### config.mk
export PLATFORM = sky130hd
export DESIGN_NAME = gzip_inv_iter
export DESIGN_NICKNAME = d
export VERILOG_FILES = /design/src/rtl/gzip_pkg.sv /design/src/rtl/gzip_stage_mux.sv /design/src/rtl/gzip_inv_iter.sv
export SDC_FILE = /design/constraint.sdc
export NUM_CORES = 1
export LEC_CHECK = 0
export ABC_CLOCK_PERIOD_IN_PS = 3100
export BUFFER_PORTS_ARGS = -buffer_cell sky130_fd_sc_hd__buf_2
export CAP_MARGIN = 20
export CORE_UTILIZATION = 55
export CTS_BUF_LIST = sky130_fd_sc_hd__clkbuf_2
export DETAILED_ROUTE_END_ITERATION = 10
export HOLD_SLACK_MARGIN = 0.08
export PLACE_DENSITY = 0.78
export SLEW_MARGIN = 40
export SYNTH_ARGS = -nofsm -noshare
export SYNTH_HDL_FRONTEND = slang
export SYNTH_SLANG_ARGS = --single-unit
### constraint.sdc
create_clock -name clock -period 3.1 [get_ports clock]
set_input_delay 0.62 -clock clock [delete_from_list [all_inputs] [get_ports clock]]
set_output_delay 0.62 -clock clock [all_outputs]
set_load 0.03 [all_outputs]
### src/rtl/gzip_pkg.sv
// rtl/gzip_pkg.sv - gzip butterfly stage constants, stage function and FSM state type
package gzip_pkg;

  typedef enum logic [1:0] {
    ST_IDLE = 2'd0,
    ST_RUN  = 2'd1,
    ST_DONE = 2'd2
  } gzip_state_e;

  localparam int unsigned GZIP_NSTAGES = 4;

  // Stage index 0..3 maps to shamt 1, 2, 4, 8.
  function automatic logic [31:0] gzip_mask_l(input logic [1:0] idx);
    case (idx)
      2'd0:    return 32'h4444_4444;
      2'd1:    return 32'h3030_3030;
      2'd2:    return 32'h0f00_0f00;
      default: return 32'h00ff_0000;
    endcase
  endfunction

  function automatic logic [31:0] gzip_mask_r(input logic [1:0] idx);
    case (idx)
      2'd0:    return 32'h2222_2222;
      2'd1:    return 32'h0c0c_0c0c;
      2'd2:    return 32'h00f0_00f0;
      default: return 32'h0000_ff00;
    endcase
  endfunction

  function automatic logic [4:0] gzip_shamt(input logic [1:0] idx);
    return 5'd1 << idx;
  endfunction

  // One butterfly stage; it is its own inverse.
  function automatic logic [31:0] gzip_stage(input logic [31:0] x, input logic [1:0] idx);
    logic [31:0] ml;
    logic [31:0] mr;
    logic [4:0]  sh;
    ml = gzip_mask_l(idx);
    mr = gzip_mask_r(idx);
    sh = gzip_shamt(idx);
    return (x & ~(ml | mr)) | ((x << sh) & ml) | ((x >> sh) & mr);
  endfunction

endpackage

### src/rtl/gzip_stage_mux.sv
// rtl/gzip_stage_mux.sv - applies one selected gzip stage, or passes data through
module gzip_stage_mux
  import gzip_pkg::*;
(
  input  logic [31:0] data,
  input  logic [1:0]  stage,
  input  logic        enable,
  output logic [31:0] result
);

  assign result = enable ? gzip_stage(data, stage) : data;

endmodule

### src/rtl/gzip_inv_iter.sv
// rtl/gzip_inv_iter.sv - iterative inverse gzip, one butterfly stage per clock
module gzip_inv_iter
  import gzip_pkg::*;
#(
  parameter bit SKIP_IDLE_STAGES = 1'b0
) (
  input  logic        clock,
  input  logic        resetn,
  input  logic        in_valid,
  output logic        in_ready,
  input  logic [31:0] in_data,
  input  logic [4:0]  in_ctrl,
  output logic        out_valid,
  input  logic        out_ready,
  output logic [31:0] out_data
);

  gzip_state_e state, state_nx;
  logic [31:0] work, work_nx;
  logic [4:0]  ctrl_q, ctrl_nx;
  logic [1:0]  step, step_nx;
  logic [3:0]  pend, pend_nx;

  logic [3:0]  in_en_ord;
  logic [3:0]  en_q;
  logic [3:0]  pend_clr;
  logic [1:0]  low_pos;
  logic [1:0]  pos;
  logic [1:0]  stage_idx;
  logic        stage_en;
  logic        last_step;
  logic        accept;
  logic [31:0] stage_out;

  // Enables rearranged into inverse-execution order (position 0 runs first).
  function automatic logic [3:0] order_enables(input logic [4:0] ctrl);
    logic [3:0] en;
    logic [3:0] ord;
    en = ctrl[4:1];
    for (int p = 0; p < 4; p++) begin
      ord[p] = ctrl[0] ? en[3-p] : en[p];
    end
    return ord;
  endfunction

  assign in_en_ord = order_enables(in_ctrl);
  assign en_q      = ctrl_q[4:1];

  always_comb begin
    low_pos = 2'd0;
    for (int p = 3; p >= 0; p--) begin
      if (pend[p]) low_pos = 2'(p);
    end
  end

  assign pos       = SKIP_IDLE_STAGES ? low_pos : step;
  // Forward ascending means the inverse walks 8,4,2,1.
  assign stage_idx = ctrl_q[0] ? ~pos : pos;
  assign stage_en  = en_q[stage_idx];
  assign pend_clr  = pend & ~(4'b0001 << pos);
  assign last_step = SKIP_IDLE_STAGES ? (pend_clr == 4'd0) : (step == 2'd3);

  gzip_stage_mux u_stage_mux (
    .data   (work),
    .stage  (stage_idx),
    .enable (stage_en),
    .result (stage_out)
  );

  assign in_ready  = resetn && ((state == ST_IDLE) || ((state == ST_DONE) && out_ready));
  assign accept    = in_valid && in_ready;
  assign out_valid = (state == ST_DONE);
  assign out_data  = work;

  always_comb begin
    state_nx = state;
    work_nx  = work;
    ctrl_nx  = ctrl_q;
    step_nx  = step;
    pend_nx  = pend;
    case (state)
      ST_RUN: begin
        work_nx = stage_out;
        step_nx = step + 2'd1;
        pend_nx = pend_clr;
        if (last_step) state_nx = ST_DONE;
      end
      ST_DONE: begin
        if (out_ready) state_nx = ST_IDLE;
      end
      default: ;
    endcase
    // A new request may land on the same edge that retires the previous result.
    if (accept) begin
      work_nx  = in_data;
      ctrl_nx  = in_ctrl;
      step_nx  = 2'd0;
      pend_nx  = in_en_ord;
      state_nx = (SKIP_IDLE_STAGES && (in_en_ord == 4'd0)) ? ST_DONE : ST_RUN;
    end
  end

  always_ff @(posedge clock or negedge resetn) begin
    if (!resetn) begin
      state  <= ST_IDLE;
      work   <= 32'd0;
      ctrl_q <= 5'd0;
      step   <= 2'd0;
      pend   <= 4'd0;
    end else begin
      state  <= state_nx;
      work   <= work_nx;
      ctrl_q <= ctrl_nx;
      step   <= step_nx;
      pend   <= pend_nx;
    end
  end

endmodule
**Yosys cells after proc, flatten, opt, wreduce, memory -nomap -nowiden**

Index checks and enable logic that the tools add are counted.

- Output and inout port bits: 34
- Word-level logic and storage cells: 49
- Bits of input ports: 41
- Register bits after elaboration: 41

- Bitwise gates (word level): 8
- Shift operators: 3
- Eq/ne operators: 7
- Reduce and logical (&&, ||, !) cells: 11
- Mux-type cells: 14
- $lt $le $gt $ge: 1
- Add/subtract/negate cells: 1

Operators with widths:

| operator | number |
|---|---|
| $mux W32 | 3 |
| $pmux W31 S3 | 1 |
| $pmux W30 S3 | 1 |
| $or A32 B32 Y32 | 2 |
| $and A32 B30 Y32 | 1 |
| $and A32 B31 Y32 | 1 |
| $and A32 B32 Y32 | 1 |
| $not A32 Y32 | 1 |
| $shl A32 B5 Y32 | 1 |
| $shr A32 B5 Y32 | 1 |
| $or A31 B30 Y31 | 1 |
| $mux W2 | 6 |
| $eq A2 B2 Y1 const B | 3 |
| $shl A1 B2 Y5 const A | 1 |
| $eq A2 B1 Y1 const B | 2 |
| $logic_not A2 Y1 | 2 |
| $pmux W2 S2 | 1 |
| $reduce_bool A2 Y1 | 2 |
| $logic_and A1 B1 Y1 | 3 |
| $lt A2 B3 Y1 const B | 1 |
| $ne A3 B1 Y1 const B | 1 |
| $ne A3 B3 Y1 const B | 1 |
| $reduce_and A3 Y1 | 1 |
| $reduce_bool A3 Y1 | 1 |
| other kinds (6) | 6 |

**Depth between registers and ports, before layout**

Gate-level depths: netlist (run 1).

- Depth after elaboration: 12
- Depth in mapped cells: 13
- Depth with buffers taken out: 9

**Cells and area by module**

A second synthesis (run 1) with hierarchy kept.

- Cell total of the unflattened synthesis: 541
- Area, all modules: 5,338.9 um^2

Modules (own cells, without submodules):

| module | times used | area each (um^2) | sequential area each (um^2) | cells an instance |
|---|---|---|---|---|
| gzip_stage_mux | 1 | 3,070.4 | 0.0 | 405 |
| gzip_inv_iter | 1 | 2,268.4 | 1,026.0 | 136 |

**Least setup slack after synthesis (run 1)**

Ideal clock, no wire load.

- Kind: reg-to-reg
- From: register step[0], in the netlist pos[0]
- To: register work[20], in the netlist out_data[20]
- Stages on the path, launching flop included: 11
- Data arrival time: 2.713 ns
- Period minus slack after synthesis: 2.839 ns
- Path buffers: 2
- Data required time: 2.974 ns
- Path slack: 0.261 ns
- Setup time: 0.126 ns
- Path through: dfrtp_1 buf_2 xor2_1 ha_1 buf_6 mux2_4 mux4_2 a221oi_2 a21oi_1 o32ai_1 nor2_1

- Longest elaborated chain between the ends: 12
- Elaborated cells on any way between the ends: 24
- Classes of those cells: eq/ne: 2; shift: 3; mux: 8; bitwise: 8; reduce/logical: 3

RTL lines:

| what | RTL line | source |
|---|---|---|
| start, declared | gzip_inv_iter.sv:21 | `logic [1:0] step, step_nx;` |
| start signal, assigned | gzip_inv_iter.sv:114 | `step <= step_nx;` |
| $not A2 Y2 | gzip_inv_iter.sv:58 | `assign stage_idx = ctrl_q[0] ? ~pos : pos;` |
| $mux W2 * | gzip_inv_iter.sv:58 |  |
| branches (longest 10 deep; another with $shl A32 B5 Y32) | -- |  |
| end signal, assigned | gzip_inv_iter.sv:112 | `work <= work_nx;` |
| end, declared | gzip_inv_iter.sv:19 | `logic [31:0] work, work_nx;` |

Mark *: on every way between the ends. The select of a mux whose other input is x is not followed.
A chain may end at the register's enable or synchronous reset.

**Worst setup path in the final report (run 1)**

- From: register ctrl_q[0]
- To: register work[25], in the netlist out_data[25]

- Longest elaborated chain between the ends: 11
- Elaborated cells on any way between the ends: 23
- Classes of those cells: eq/ne: 2; shift: 3; mux: 8; bitwise: 7; reduce/logical: 3

RTL lines:

| what | RTL line | source |
|---|---|---|
| start, declared | gzip_inv_iter.sv:20 | `logic [4:0] ctrl_q, ctrl_nx;` |
| start signal, assigned | gzip_inv_iter.sv:113 | `ctrl_q <= ctrl_nx;` |
| $mux W2 * | gzip_inv_iter.sv:58 |  |
| branches (longest 10 deep; another with $shl A32 B5 Y32) | -- |  |

Marked as above.

==> results of run 1 <==
[per-layer routing]
layer / vias up / routed length, um
met1: 2224 / 6450
met5: - / 0
li1: 2030 / -
met4: 0 / 913
met2: 459 / 7520
met3: 83 / 2300
[cells in the mapped netlist (all sizes together), types with 2 or more instances]
| library cell | number |
|---|---|
| o21ai | 23 |
| buf | 24 |
| nor2 | 54 |
| a211o | 4 |
| xor2 | 3 |
| o22ai | 7 |
| nand2 | 64 |
| nor2b | 4 |
| nand2b | 3 |
| o32ai | 2 |
| a221oi | 9 |
| a21oi | 25 |
| and2 | 4 |
| a21o | 3 |
| and3 | 3 |
| mux4 | 25 |
| ha | 9 |
| a211oi | 9 |
| dfrtp | 41 |
| nand3 | 12 |
| o31a | 2 |
| nor3 | 5 |
| nand3b | 3 |
| a222oi | 2 |
| mux2i | 51 |
| o221a | 3 |
| o211ai | 10 |
| a32oi | 4 |
| or3 | 3 |
| o221ai | 4 |
| mux2 | 29 |
| inv | 9 |
| o311ai | 2 |
| clkbuf | 23 |
| a31oi | 8 |
| o31ai | 2 |
[layout make-up]
cell class,count,area [sq um]
clock buffers,5,25.0
clock inverters,3,41.3
fillers,644,2640
inverters,10,37.5
multi-input cells,401,3140
flip-flops and latches,41,1030
well taps,102,128
repair buffers,115,691
[placed cells by master, fill, tap and decap left out, drive strengths merged, types with 5 or more instances in the layout]
| master | synthesis | routed |
|---|---|---|
| mux2 | 29 | 29 |
| clkbuf | 23 | 5 |
| a211oi | 9 | 9 |
| buf | 24 | 115 |
| a221oi | 9 | 9 |
| inv | 9 | 9 |
| o21ai | 23 | 23 |
| nand2 | 64 | 64 |
| o211ai | 10 | 10 |
| ha | 9 | 9 |
| o22ai | 7 | 7 |
| a31oi | 8 | 8 |
| nor3 | 5 | 5 |
| dfrtp | 41 | 41 |
| mux4 | 25 | 25 |
| nand3 | 12 | 12 |
| mux2i | 51 | 51 |
| a21oi | 25 | 25 |
| nor2 | 54 | 54 |
[worst max path at each step]
| stage | end | cells after the start | slack [ns] | start |
|---|---|---|---|---|
| after floorplan | out_data[20] | 10 | 0.26 | pos[0] |
| after global placement | out_data[21] | 9 | 0.20 | ctrl_q[0] |
| after detailed placement | out_data[17] | 11 | 0.1 | ctrl_q[0] |
| after CTS | out_data[17] | 11 | 0.06 | ctrl_q[0] |
| after global routing | out_data[25] | 10 | -0.08 | ctrl_q[0] |
| final | out_data[25] | 10 | 0.06 | ctrl_q[0] |
[where the power goes]
part	internal, mW	switching, mW
clock	0.133	0.228
sequential	0.536	0
combinational	0.0190	0.0195
total	0.688	0.247
[through the flow]
| step | hold WS (ns) | instances | util | instance area [sq um] |
|---|---|---|---|---|
| 3_3_place_gp | 0.453 | 669 | 0.647 | 5000 |
| 2_1_floorplan | 0.324 | 499 | - | 4400 |
| 4_1_cts | 0.249 | 677 | 0.655 | 5060 |
| 6_report | 0.215 | 677 | 0.658 | 5080 |
| 5_1_grt | 0.269 | 677 | 0.658 | 5080 |
| 3_5_place_dp | 0.463 | 669 | 0.647 | 5000 |
[cell families after synthesis]
kind of cell    after synthesis
fa+ha+maj                     9
buf+inv                      57
flops                        41
mux                         105
xor+xnor                      3
compound gates              127
simple gates                157
[repair_timing]
| item | in CTS | in global routing |
|---|---|---|
| gates resized for setup | 0 | 4 |
| endpoints found under the setup margin | 0 | 5 |
| buffers inserted | 0 | 0 |
| hold endpoints to repair | 0 | 0 |
| hold buffers | 0 | 0 |
==> key figures, run 1 <==
Run status
  – Outcome: complete, no violations

Yosys
  – Asr flop ratio synth: 1.00
  – Cell taking the most area after synthesis: dfrtp_1
  – Mapped cell area: 4400 sq um
  – Mean Syn Cell Area: between 8 and 9 sq um
  – Post-synthesis compound-gate area fraction: 0.202
  – Main area contributors after synthesis: dfrtp_1 (23%), mux4_2 (13%), mux2i_1 (12%), nand2_1 (5.5%), mux2_2 (4.6%)
  – Gate Count Post-Synth: about 500
  – Simple-Gate Fraction of Synth Area: 0.153
  – Synthesized flop and latch total: 41
  – Synth Area in Adders: 0.0256
  – Synth cell types: 57
  – Mux cell area share after synthesis: 0.321
  – Post-Synth XOR/XNOR Area: 0.00598
  – Share of the synthesized area in the top cell type: 0.233
  – Largest family of logic cells by synthesized area: multiplexers
  – Total of warnings raised by yosys: 0
  – Primary FF master, synth: dfrtp_1
  – Sequential fraction of the synthesis area: 0.233
  – Syn_nets: ~550
  – EDFF count, synth: 0

Cells and area
  – Layout cell share with drive strength beyond 1: 0.315
  – ANT cells: 0
  – P&R area growth vs syn: 15.7%
  – Layout Nets: 624

Detailed routing
  – WL/cell: between 20 and 30 um
  – DR vias: roughly 4,800
  – Routed Antenna Nets: 0
  – Vias/cell: roughly 7.1
  – DRT iter0 DRCs: between 400 and 500
  – DR pass1 iterations: 6
  – Final wirelength: approximately 17,000 um
  – DRC: 0

Run
  – # Max-Cap Violations: 0

Die
  – Die W: 91.4 um
  – Die footprint: 8360 sq um
  – Row count: 32
  – Ports: between 70 and 80
  – Core area: slightly below 8000 sq um
  – Die span in y: approximately 90 um
  – Initial core utilization: 0.569

Timing
  – Post-route setup TNS: 0 ns
  – Worst Setup Slack, final: approximately 0.055 ns
  – Slew Limit Headroom: 0.479
  – Worst slew pin tran: a little under 0.8 ns
  – Final hold vios: 0
  – Fmax: 328 MHz
  – Final clock skew: around 0.045 ns
  – # setup viols final: 0
  – Fin crit share: 0.982
  – RSZ-0062 raised after global routing: true
  – Fin crit period: 3.04 ns
  – Max-slew violations: 0

Global routing
  – Vias in the first global route: 4,679
  – M1 GR Usage: 0.579
  – GR Util met3: 0.103
  – Gr busiest metal: met2
  – Grt met2 use: 0.624
  – Total GRT Usage: 0.424
  – Congestion Overflow GR: 0
  – Largest net degree at the start of global routing: 42
  – Initial antenna violation count: 0
  – First-pass GRT wire length: between 20,000 and 30,000 um

Pwr
  – PwrDens: approximately 180 nW/um^2
  – Max rail drop VDD: between 0.1 and 0.15 mV
  – Power Total: 936 uW
  – Leak: about 2.1 nW

Placed design
  – DPL Wire Length: 12,300 um
  – Number of port buffers: between 70 and 80
  – Final GP Congestion: 1.03
  – Dpl ws: slightly below 0.1 ns

Setup path
  – CP delay by family, top: multiplexers
  – Element type at the critical path end: flip-flop
  – CP arrival: 3.45 ns
  – Required @ worst endpoint: about 3.5 ns
  – Worst setup SP type: flip-flop
  – CP Cell Sequence: xor2_1 > inv_1 > ha_2 > buf_4 > mux2_2 > mux2i_1 > o22ai_1 > a221oi_1 > a21oi_1 > a21o_1
  – R2r worst-path depth: 10
  – Slowest stage delay, CP: 0.51 ns
  – Reg2reg start: ctrl_q[0]
  – Buf/Inv on CP: 2
  – Critical path fanouts, max: 16
  – CP max stage cell: ha_2
  – Reg2reg setup slack: between 0.05 and 0.06 ns
  – Critical path class: reg2reg
  – Reg-to-Reg End: out_data[25]

Clock tree
  – Clock Pin Slew Worst Setup and Hold Paths: 0.29 ns
  – Clk buf depth: 2
  – CTS H-tree depth: 2
  – Clock Tree Root: clkbuf_2
  – Num CTS Buffers: 5
  – Clk_lat worst skew: about 0.46 ns
  – CTS tree: built
  – CTS sink cnt: 41

Worst hold path
  – Min-delay worst type: in2async
(Power assumes the default switching activity.)
==> run 2, diff against run 1 <==
==> constraint.sdc (replaced) <==
create_clock -name clock -period 3.1 [get_ports clock]
set_input_delay 0.155 -clock clock [delete_from_list [all_inputs] [get_ports clock]]
set_output_delay 0.155 -clock clock [all_outputs]
set_load 0.03 [all_outputs]
==> run 2 against run 1 <==
Compared with the run above: wire length grew 2.5%; combinational power is 100% higher; sequential cell count did not move; hold slack better by 0.0031 ns; utilization increased by 5.5 points; clock-buffer cell count increased by 1; sequential power about the same; die area is the same; via count increased by 3.7%; maximum frequency up 4.6%; critical endpoint is now out_data[20]; largest power group unchanged; highest routed layer unchanged.
==> key figures, run 2 (synthesis results as in run 1) <==
Clock tree
  – CTS H-tree depth: 2
  – Setup Buffers After CTS: 0
  – Num CTS Buffers: 5
  – Clock Pin Slew Worst Setup and Hold Paths: ~0.26 ns
  – CTS tree: built
  – Clock Tree Root: clkbuf_2
  – Clk buf depth: 2
  – Clk_lat worst skew: ~0.46 ns
  – CTS sink cnt: between 40 and 50

Timing
  – Worst Setup Slack, final: between 0.15 and 0.2 ns
  – Fmax: around 340 MHz
  – Worst slew pin tran: about 0.60 ns
  – Fin crit period: 2.91 ns
  – Final clock skew: between 0.02 and 0.03 ns
  – Final hold vios: 0
  – Fin crit share: 0.939
  – # setup viols final: 0
  – Post-route setup TNS: 0 ns
  – RSZ-0062 raised after global routing: false
  – Slew Limit Headroom: 0.597
  – Max-slew violations: 0

Placed design
  – Number of port buffers: 74
  – Final GP Congestion: a little over 1
  – Dpl ws: between 0.04 and 0.05 ns
  – DPL Wire Length: approximately 12,000 um

Global routing
  – First-pass GRT wire length: around 27,000 um
  – Total GRT Usage: 0.429
  – Vias in the first global route: just under 5,000
  – Congestion Overflow GR: 0
  – Largest net degree at the start of global routing: 42
  – Initial antenna violation count: 0

Detailed routing
  – DR pass1 iterations: 5
  – DRT iter0 DRCs: roughly 570
  – Vias/cell: 6.89
  – DR vias: slightly below 5,000
  – Routed Antenna Nets: 0
  – WL/cell: 24.4 um
  – DRC: 0
  – Final wirelength: roughly 18,000 um

Die
  – Die footprint: roughly 8400 sq um
  – Ports: 75
  – Initial core utilization: 0.569
  – Die span in y: between 90 and 100 um
  – Die W: ~91 um
  – Row count: 32
  – Core area: 7730 sq um

Cells and area
  – Core Util, Final: 0.713
  – Area of the multi-input gates: approximately 3100 sq um
  – Commonest non-fill, non-tap cells in the layout: buf_2 (74), nand2_1 (64), nor2_1 (54)
  – Commonest non-fill, non-tap cell in the layout: buf_2
  – Layout cell share with drive strength beyond 1: 0.303
  – Layout Nets: 669
  – P&R area growth vs syn: 25.3%
  – ANT cells: 0
  – Number of fill cells: 610
  – Reg area: between 1000 and 1500 sq um

Worst hold path
  – Min-delay worst type: in2reg
  – Hold Path Origin: in_valid

Setup path
  – Critical path fanouts, max: 11
  – Critical path class: reg2reg
  – Required @ worst endpoint: 3.49 ns
  – CP arrival: between 3 and 4 ns
  – Reg2reg start: ctrl_q[0]
  – CP startpoint: ctrl_q[0]
  – Reg2reg setup slack: around 0.19 ns
  – Element type at the critical path end: flip-flop
  – Worst setup SP type: flip-flop

Pwr
  – Leak: about 2.3 nW
  – Sw frac: 0.274
  – PwrDens: roughly 160 nW/um^2
  – Comb power frac: 0.088
  – Cell internal pwr: approximately 650 uW
  – Clk pwr share: 0.308
  – Seq pwr share: 0.604
  – Max rail drop VDD: between 0.15 and 0.2 mV
  – Switch Pwr: about 240 uW

Run status
  – Outcome: complete, no violations

Run
  – # Max-Cap Violations: 0
## run 2: cell count changes in the layout (fill, tap and decap cells not counted), sizes merged
| cell | change |
|---|---|
| bufinv | -1 |
| clkbuf | +1 |
| clkinv | -1 |
| buf | +6 |
| dlygate4sd3 | +39 |
| clkinvlp | +1 |
## run 2: cell type report
cell class / count / share of cell area
repair buffers: 160 / 0.204
inverters: 10 / 0.00682
clock inverters: 2 / 0.00273
well taps: 102 / 0.0232
multi-input cells: 401 / 0.571
flip-flops and latches: 41 / 0.186
clock buffers: 6 / 0.00545
## run 2: worst max-delay path: stages (launching register included)
cell	delay [ns]
dfrtp_1	0.52
xor2_2	0.31
inv_1	0.15
buf_4	0.18
ha_2	0.21
inv_2	0.22
mux4_2	0.58
a221oi_2	0.28
a21oi_1	0.09
a211oi_1	0.27
nor2_1	0.06
## run 2: what timing repair did
item                                    in CTS  in global routing
hold buffers                                39                  0
hold endpoints to repair                    79                  0
endpoints found under the setup margin       0                  7
gates resized for setup                      0                  5
## run 2: per-layer routing
metal / GRT usage / routed length (um)
met1: 0.583 / 6630
met2: 0.642 / 7830
met3: 0.0946 / 2240
met4: 0.216 / 926
met5: 0 / 0
## run 2: worst paths after layout
path / to / cells after the start
min reg2reg: out_data[0] / 2
max in group asynchronous: out_data[25] / 3
min in group asynchronous: out_data[8] / 3
max: out_data[20] / 10
max reg2reg: out_data[20] / 10
min: ctrl_q[0] / 4
## run 2: power groups by stage
stage	combinational (mW)	clock [mW]	sequential, mW
3_5_place_dp	0.0388	0	0.545
4_1_cts	0.0762	0.273	0.536
5_1_grt	0.0848	0.286	0.536
2_1_floorplan	0.000841	0	0.545
3_3_place_gp	0.0380	0	0.545
6_report	0.0785	0.274	0.536
## run 2: per-stage QoR
| stage | power (mW) | instances | cell area, sq um | hold WS, ns |
|---|---|---|---|---|
| floorplan | 0.546 | 499 | 4400 | -0.141 |
| finish | 0.888 | 722 | 5510 | 0.218 |
| global route | 0.907 | 722 | 5510 | 0.242 |
| detailed placement | 0.584 | 675 | 5040 | 0.309 |
| global placement | 0.583 | 675 | 5040 | 0.297 |
| CTS | 0.885 | 722 | 5480 | 0.198 |
